$ cat src/rtl/fcvt_wb_queue.sv
// Writeback queue for the uint32->fp32 converter: tag pipe, issue credits, result FIFO.
// Optional same-cycle bypass of an empty queue when FCVT_WBQ_BYPASS_EN is defined.
module fcvt_wb_queue #(
  parameter int unsigned DEPTH = 4,
  parameter int unsigned LAT   = 4,
  parameter int unsigned TAG_W = 5
) (
  input  logic                         clk,
  input  logic                         rst,
  input  logic                         issue_valid,
  input  logic [TAG_W-1:0]             issue_rd,
  output logic                         issue_ready,
  output logic                         cvt_start,
  input  logic                         cvt_valid,
  input  logic [31:0]                  cvt_y,
  output logic                         wb_valid,
  output logic [TAG_W-1:0]             wb_rd,
  output logic [31:0]                  wb_data,
  input  logic                         wb_ready,
  input  logic                         flush,
  output logic [$clog2(DEPTH+1)-1:0]   count,
  output logic                         err
);

  localparam int unsigned CNT_W = $clog2(DEPTH + 1);
  localparam int unsigned PTR_W = $clog2(DEPTH);

  logic [CNT_W-1:0] count_q, count_n;
  logic [CNT_W-1:0] inflight_q, inflight_n;
  logic [PTR_W-1:0] rd_ptr_q, rd_ptr_n, wr_ptr_q, wr_ptr_n;
  logic             err_q, err_n;
  logic [TAG_W-1:0] wb_rd_q, wb_rd_n;
  logic [31:0]      wb_data_q, wb_data_n;

  logic [TAG_W-1:0] mem_rd   [DEPTH];
  logic [31:0]      mem_data [DEPTH];

  logic [LAT-1:0]   tp_v, tp_kill;
  logic [TAG_W-1:0] tp_rd [LAT];

  logic             credit_ok, fire;
  logic             ex_v, ex_kill, ex_ok;
  logic [TAG_W-1:0] ex_rd;
  logic             bypass, push_req, full, push, pop;

  // Credits cover both queued and in-flight results, so a push can never overflow.
  always_comb begin
    credit_ok   = ((CNT_W+1)'(count_q) + (CNT_W+1)'(inflight_q)) < (CNT_W+1)'(DEPTH);
    issue_ready = !rst && !flush && credit_ok;
    fire        = issue_valid && issue_ready;
    cvt_start   = fire;
  end

  // Exit stage; a flush in the exit cycle kills that op as well.
  always_comb begin
    ex_v    = tp_v[LAT-1];
    ex_kill = tp_kill[LAT-1] || flush;
    ex_rd   = tp_rd[LAT-1];
    ex_ok   = ex_v && !ex_kill && cvt_valid;
`ifdef FCVT_WBQ_BYPASS_EN
    bypass  = ex_ok && (count_q == '0) && wb_ready;
`else
    bypass  = 1'b0;
`endif
    push_req = ex_ok && !bypass;
    full     = (count_q == CNT_W'(DEPTH));
    push     = push_req && !full;
    pop      = (count_q != '0) && wb_ready && !flush;
  end

  // Next-state for counters, pointers, sticky error and the registered head view.
  always_comb begin
    count_n    = count_q;
    inflight_n = inflight_q + CNT_W'(fire) - CNT_W'(ex_v);
    rd_ptr_n   = rd_ptr_q;
    wr_ptr_n   = wr_ptr_q;
    err_n      = err_q || (ex_v != cvt_valid) || (push_req && full);
    wb_rd_n    = wb_rd_q;
    wb_data_n  = wb_data_q;

    if (flush) begin
      count_n  = '0;
      rd_ptr_n = wr_ptr_q;
    end else begin
      count_n  = count_q + CNT_W'(push) - CNT_W'(pop);
      rd_ptr_n = rd_ptr_q + PTR_W'(pop);
      wr_ptr_n = wr_ptr_q + PTR_W'(push);
    end

    if (count_n != '0) begin
      if (push && (wr_ptr_q == rd_ptr_n)) begin
        wb_rd_n   = ex_rd;
        wb_data_n = cvt_y;
      end else begin
        wb_rd_n   = mem_rd[rd_ptr_n];
        wb_data_n = mem_data[rd_ptr_n];
      end
    end else if (bypass) begin
      wb_rd_n   = ex_rd;
      wb_data_n = cvt_y;
    end
  end

  always_ff @(posedge clk) begin
    if (rst) begin
      count_q    <= '0;
      inflight_q <= '0;
      rd_ptr_q   <= '0;
      wr_ptr_q   <= '0;
      err_q      <= 1'b0;
      wb_rd_q    <= '0;
      wb_data_q  <= '0;
      tp_v       <= '0;
      tp_kill    <= '0;
    end else begin
      count_q    <= count_n;
      inflight_q <= inflight_n;
      rd_ptr_q   <= rd_ptr_n;
      wr_ptr_q   <= wr_ptr_n;
      err_q      <= err_n;
      wb_rd_q    <= wb_rd_n;
      wb_data_q  <= wb_data_n;
      tp_v[0]    <= fire;
      tp_kill[0] <= flush;
      for (int unsigned i = 1; i < LAT; i++) begin
        tp_v[i]    <= tp_v[i-1];
        tp_kill[i] <= tp_kill[i-1] || (flush && tp_v[i-1]);
      end
    end
  end

  // Payload storage needs no reset; validity lives in tp_v and count_q.
  always_ff @(posedge clk) begin
    tp_rd[0] <= issue_rd;
    for (int unsigned i = 1; i < LAT; i++) begin
      tp_rd[i] <= tp_rd[i-1];
    end
    if (!rst && push) begin
      mem_rd[wr_ptr_q]   <= ex_rd;
      mem_data[wr_ptr_q] <= cvt_y;
    end
  end

  assign count = count_q;
  assign err   = err_q;

`ifdef FCVT_WBQ_BYPASS_EN
  assign wb_valid = (count_q != '0) || bypass;
  assign wb_rd    = (count_q == '0 && bypass) ? ex_rd : wb_rd_q;
  assign wb_data  = (count_q == '0 && bypass) ? cvt_y : wb_data_q;
`else
  assign wb_valid = (count_q != '0);
  assign wb_rd    = wb_rd_q;
  assign wb_data  = wb_data_q;
`endif

endmodule

$ cat config.mk
export PLATFORM = sky130hd
export DESIGN_NAME = fcvt_wb_queue
export DESIGN_NICKNAME = d
export VERILOG_FILES = /design/src/rtl/fcvt_wb_queue.sv
export SDC_FILE = /design/constraint.sdc
export NUM_CORES = 1
export LEC_CHECK = 0
export CORE_ASPECT_RATIO = 1.75
export CORE_MARGIN = 4
export CORE_UTILIZATION = 60
export DETAILED_ROUTE_END_ITERATION = 10
export PLACE_DENSITY_LB_ADDON = 0.25
export SYNTH_ARGS = -nofsm -noshare
export SYNTH_HDL_FRONTEND = slang
export SYNTH_SLANG_ARGS = --single-unit
$ cat constraint.sdc
create_clock -name clk -period 14.79 [get_ports clk]
set_input_delay 2.958 -clock clk [delete_from_list [all_inputs] [get_ports clk]]
set_output_delay 2.958 -clock clk [all_outputs]
set_load 0.01 [all_outputs]
==> metrics.md, run 1 <==
| Metric | Value |
|---|---|
| Mean Syn Cell Area | 19.1 um2 |
| Worst vdd ir | 0.113 mV |
| Clock power share | 43.8% |
| Gate Count Post-Synth | 428 |
| CTS Hold Bufs | 0 |
| M1 GR Usage | 27.4% |
| Crit share post-route | 58.0% |
| Placeable Area | 13400 um2 |
| WP data required | 11830 ps |
| Switching power | 230 uW |
| Die footprint | 15600 um2 |
| Yosys cell types | 39 |
| Count of input and output buffers | 86 |
| CP endpoint kind | output pin |
| Fillers | 795 |
| Io pins | 87 |
| Ys async rst share | 0% |
| Max Buffers Root-to-Sink | 3 |
| Placer Congestion | 0.756 |
| Commonest non-fill, non-tap cell in the layout | edfxtp_1 |
| Net count after synthesis | 481 |
| CP Max Fanout | 21 |
| Clk_skew | 6.77 ps |
| Fmax achieved | 117 MHz |
| Minimum clock period | 8570 ps |
| TritonCTS Sinks | 224 |
| Number of global-route vias before repair | 4500 |
| Global-route wire length before repair | 24600 um |
| H-tree Lvls | 1 |
| Initial DRC Count | 215 |
| Most frequent cells in the layout | edfxtp_1, clkdlybuf4s50_1, dfxtp_1 |
| Pwr/cell area | 126 nW/um2 |
| Final setup TNS | 0 ps |
| Count of final setup violators | 0 |
| Status | completed |
| WL final | 15600 um |
| Fin. max-slew vios | 0 |
| CTS tree | yes |
| Vias per cell | 5.95 |
| Number of enable flip-flop cells after synthesis | 148 |
| Worst-Margin Slew | 769 ps |
| CP Class | in -> out |
| Vias post-DR | 4233 |
| Startpoint class of the critical path | input port |
| Synth top area cells | edfxtp_1, dfxtp_1, mux4_2, a221o_1, and2_1 |
| Reg clk slew, reported paths | 60 ps |
| ANT cells | 0 |
| Worst skew pair latency | 480 ps |
| Relative slew slack | 48.7% |
| WHS | 327 ps |
| Comb power frac | 2.3% |
| Busiest grt layer | met2 |
| Total global routing overflow | 0 |
| Critical path arrival | 5610 ps |
| Max-cap violations | 0 |
| Met2 Usage GRT | 36.8% |
| Primary FF master, synth | edfxtp_1 |
| Part of the power in registers | 54.0% |
| Initial core utilization | 61.1% |
| Area of the multi-input gates | 2070 um2 |
| Post-DRT Antenna Nets | 0 |
| Chip height | 162 um |
| First drt pass iteration count | 4 |
| Share of cells above drive strength 1 | 16.2% |
| Post CTS Setup Buffer Count | 0 |
| Yosys warns | 0 |
| Cell-internal power | 1.02 mW |
| Sw frac | 18.5% |
| Sequential-to-total area share from yosys stat | 73.0% |
| Final core utilization | 74.2% |
| Hold crit path type | reg -> reg |
| Antenna violations before repair | 0 |
| Synth area leader | edfxtp_1 |
| Leakage | 3.50 nW |
| HPWL Detailed | 8900 um |
| CTS Buf Count | 20 |
| Synthesized area | 8180 um2 |
| Post-cts sizing count | 0 |
| Final nets | 577 |
| CTS Root Cell | clkbuf_16 |
| GR met3 Demand/Resource | 2.96% |
| Seq cells post-synth | 224 |
| WL/cell | 22.0 um |
| Register Area | 5970 um2 |
| Final Hold Vio Count | 0 |
| Largest net degree at the start of global routing | 39 |
| Total GRT Usage | 21.1% |
| Width of the die | 96.2 um |
| Synthesis-to-finish area growth | 21.4% |
| Row cnt | 56 |
| Setup ws final | 6220 ps |
| RSZ-0062 raised after global routing | false |
| # DRC | 0 |
| Share of the synthesized area in the top cell type | 54.4% |
| Pre-CTS WS | 6220 ps |
==> kinds of logic after synthesis <==
group,Yosys count,synth area share [%]
buffers and inverters,29,2.26
multiplexers,40,10.7
AND/OR/NAND/NOR,74,6.17
AO/OA/AOI/OAI,43,5.02
XOR/XNOR,8,1.21
adder cells (fa/ha/maj),10,1.71
flip-flops,224,73.0
==> path summary, 6_finish.rpt <==
check              startpoint           to  slack, ps  cells past startpoint
setup / recovery          rst    cvt_start       6220                      6
hold / removal    tp_rd[1][4]  tp_rd[2][4]        330                      0
hold reg to reg   tp_rd[1][4]  tp_rd[2][4]        330                      0
setup reg to reg     count[2]     wb_rd[1]      10990                     12
==> synth_stat cells (2+ instances only) <==
cell      count
dfxtp_1      76
nor2b_1       8
xor2_1        2
buf_2         5
buf_12        2
inv_1         8
xnor2_1       4
a21oi_1       3
edfxtp_1    148
fa_1          2
mux2i_1       3
nor2_1       11
nor4b_1       2
a221o_1      37
mux4_1        2
nor3b_4       2
mux4_2       35
clkbuf_1      8
and2_1       39
buf_6         4
ha_1          8
buf_4         2
==> through the flow <==
stage               std cells  cell area [um2]  power (mW)
floorplan                 428             8180       0.694
global placement          676             9210       0.713
detailed placement        676             9210       0.715
CTS                       712             9930        1.26
global route              712             9930        1.29
finish                    712             9930        1.25
==> per-layer routing <==
layer / up-vias / part of all wire [%]
li1: 1891 / -
met1: 2226 / 40
met2: 92 / 54
met3: 24 / 3.8
met4: 0 / 1.7
met5: - / 0
==> final cells by class <==
type / instances / area share, %
flip-flops and latches: 224 / 60.1
multi-input cells: 175 / 20.8
repair buffers: 95 / 9.35
clock buffers: 31 / 6.39
well taps: 174 / 2.19
clock inverters: 5 / 0.819
inverters: 8 / 0.303
==> worst max-delay path: stages <==
cell and delay [ps]:
clkdlybuf4s50_1 790, or2_1 510, or4_1 420, a31oi_1 220
and2_1 180, clkdlybuf4s50_1 540
==> power by group through the flow <==
stage / Sequential (mW) / Clock [mW] / Combinational, mW
finish: 0.673 / 0.546 / 0.0282
global route: 0.673 / 0.581 / 0.0306
CTS: 0.673 / 0.555 / 0.0284
detailed placement: 0.687 / 0 / 0.0282
global placement: 0.686 / 0 / 0.0270
floorplan: 0.686 / 0 / 0.00743
==> sequential cells by signal, indices dropped and copies added (netlist names) <==
register and cells:
wb_data 32, wr_ptr_q 2, count 3, tp_rd 20
inflight_q 3, tp_kill 4, mem_data 128, err 1
rd_ptr_q 2, tp_v 4, wb_rd 5, mem_rd 20
No activity file was read; power rests on OpenSTA's default activity.
==> run 2, diff against run 1 <==
--- a/config.mk
+++ b/config.mk
@@ -7,7 +7,7 @@
 export LEC_CHECK = 0
 export CORE_ASPECT_RATIO = 1.75
 export CORE_MARGIN = 4
-export CORE_UTILIZATION = 60
+export CORE_UTILIZATION = 50
 export DETAILED_ROUTE_END_ITERATION = 10
 export PLACE_DENSITY_LB_ADDON = 0.25
 export SYNTH_ARGS = -nofsm -noshare
==> constraint.sdc (replaced) <==
create_clock -name clk -period 7.29 [get_ports clk]
set_input_delay 1.458 -clock clk [delete_from_list [all_inputs] [get_ports clk]]
set_output_delay 1.458 -clock clk [all_outputs]
set_load 0.01 [all_outputs]
==> metrics.md, run 2 (synthesis results as in run 1) <==
| Metric | Value |
|---|---|
| M1 GR Usage | 21.6% (-5.7 points) |
| # DRC | 0 (unchanged) |
| TritonCTS Sinks | 224 (unchanged) |
| Antenna violations before repair | 0 (unchanged) |
| HPWL Detailed | 8810 um (-1.1%) |
| Most frequent cells in the layout | edfxtp_1, clkdlybuf4s50_1, dfxtp_1 |
| Placer Congestion | 0.747 (-1.1%) |
| CP Max Fanout | 21 (unchanged) |
| Leakage | 3.48 nW (-0.62%) |
| First drt pass iteration count | 4 (unchanged) |
| Met2 Usage GRT | 31.4% (-5.4 points) |
| Vias post-DR | 4191 (-0.99%) |
| Final non-filler cell area | 9900 um2 (-0.30%) |
| CP endpoint kind | output pin |
| Relative slew slack | 34.6% (-14 points) |
| H-tree Lvls | 1 (unchanged) |
| Critical path arrival | 4120 ps (-1490 ps) |
| Count of final setup violators | 0 (unchanged) |
| Vias per cell | 5.76 (-3.0%) |
| CP Class | in -> out |
| Total global routing overflow | 0 (unchanged) |
| Hold crit path type | reg -> reg |
| Count of input and output buffers | 86 (unchanged) |
| Design Power | 2.47 mW (+98%) |
| CTS Buf Count | 21 (+5.0%) |
| Share of cells above drive strength 1 | 15.8% (-0.37 points) |
| Post CTS Setup Buffer Count | 0 (unchanged) |
| Initial core utilization | 51.3% (-9.8 points) |
| Area of the multi-input gates | 2080 um2 (+0.36%) |
| Row cnt | 61 (+8.9%) |
| Final Hold Vio Count | 0 (unchanged) |
| GR met3 Demand/Resource | 2.88% (-0.075 points) |
| Worst reg-to-reg setup slack | 3520 ps (-7470 ps) |
| CTS Hold Bufs | 0 (unchanged) |
| Worst skew pair latency | 490 ps (about the same) |
| Commonest non-fill, non-tap cell in the layout | edfxtp_1 |
| Top reg by flops | mem_data |
| Crit share post-route | 76.5% |
| Setup ws final | 1710 ps (-4500 ps) |
| WP data required | 5830 ps (-6000 ps) |
| Startpoint class of the critical path | input port |
| Pre-CTS WS | 1670 ps (-4550 ps) |
| Total GRT Usage | 17.4% (-3.7 points) |
| Fin. max-slew vios | 0 (unchanged) |
| Synthesis-to-finish area growth | 21.0% |
| Max-cap violations | 0 (unchanged) |
| RSZ-0062 raised after global routing | false |
| Post-DRT Antenna Nets | 0 (unchanged) |
| Register Area | 5970 um2 (unchanged) |
| Busiest grt layer | met2 |
| CTS tree | yes |
| Minimum clock period | 5580 ps |
| Max reg flops | 128 (unchanged) |
| CTS Root Cell | clkbuf_16 |
| WL final | 15800 um (+0.80%) |
| Number of global-route vias before repair | 4520 (+0.44%) |
| Die footprint | 18500 um2 (+19%) |
| Placed cell areas | 9230 um2 (+0.20%) |
| WL/cell | 21.7 um (-1.3%) |
| Worst-Margin Slew | 978 ps (+209 ps) |
| Final setup TNS | 0 ps (unchanged) |
| Chip height | 177 um (+9.1%) |
| Initial DRC Count | 181 (-16%) |
| Placeable Area | 16000 um2 (+19%) |
| Fmax achieved | 179 MHz |
| Post-cts sizing count | 0 (unchanged) |
| Worst vdd ir | 0.249 mV (+120%) |
| Width of the die | 105 um (+8.7%) |
| Largest net degree at the start of global routing | 39 (unchanged) |
| ANT cells | 0 (unchanged) |
| Status | completed |
| Global-route wire length before repair | 25200 um (+2.3%) |
| Max Buffers Root-to-Sink | 3 (unchanged) |
| Pwr/cell area | 249 nW/um2 (+98%) |
| Fillers | 1167 (+47%) |
| Reg clk slew, reported paths | 60 ps (about the same) |
| Clk_skew | 11.6 ps (+4.79 ps) |
| Io pins | 87 (unchanged) |
| Final nets | 577 (unchanged) |
run 2: metal layers:
| metal | share of wire, % | up-vias |
|---|---|---|
| li1 | - | 1890 |
| met1 | 41 | 2161 |
| met2 | 53 | 122 |
| met3 | 5.0 | 18 |
| met4 | 1.5 | 0 |
| met5 | 0 | - |
run 2: cell type report:
cell class	count	area share (%)
Tap cell	189	2.39
Timing Repair Buffer	94	9.31
Clock inverter	7	0.683
Clock buffer	30	6.06
Multi-Input combinational cell	175	21.0
Inverter	8	0.303
Sequential cell	224	60.3
run 2: where the power goes:
group	switching (mW)	total [mW]	internal (mW)
combinational	0.0281	0.0579	0.0298
sequential	0.00478	1.37	1.36
clock	0.433	1.04	0.610
total	0.466	2.47	2.00
run 2: worst paths after layout:
check                   start          end  cells after the start
hold reg to reg   tp_rd[0][1]  tp_rd[1][1]                      0
setup / recovery          rst    cvt_start                      6
hold / removal    tp_rd[0][1]  tp_rd[1][1]                      0
setup reg to reg     count[2]  wb_data[30]                     11
run 2: worst max-delay path: stages:
cell and delay (ps):
clkdlybuf4s50_1 800, or2_1 510, or4_1 430, a31oi_1 210, and2_1 180, clkdlybuf4s50_1 540
run 2: through the flow:
step | instances | hold slack [ps] | util [%]
global placement | 690 | 311 | 57.9
detailed placement | 690 | 312 | 57.9
floorplan | 428 | 310 | -
global route | 727 | 334 | 62.0
finish | 727 | 325 | 62.0
CTS | 727 | 325 | 62.0
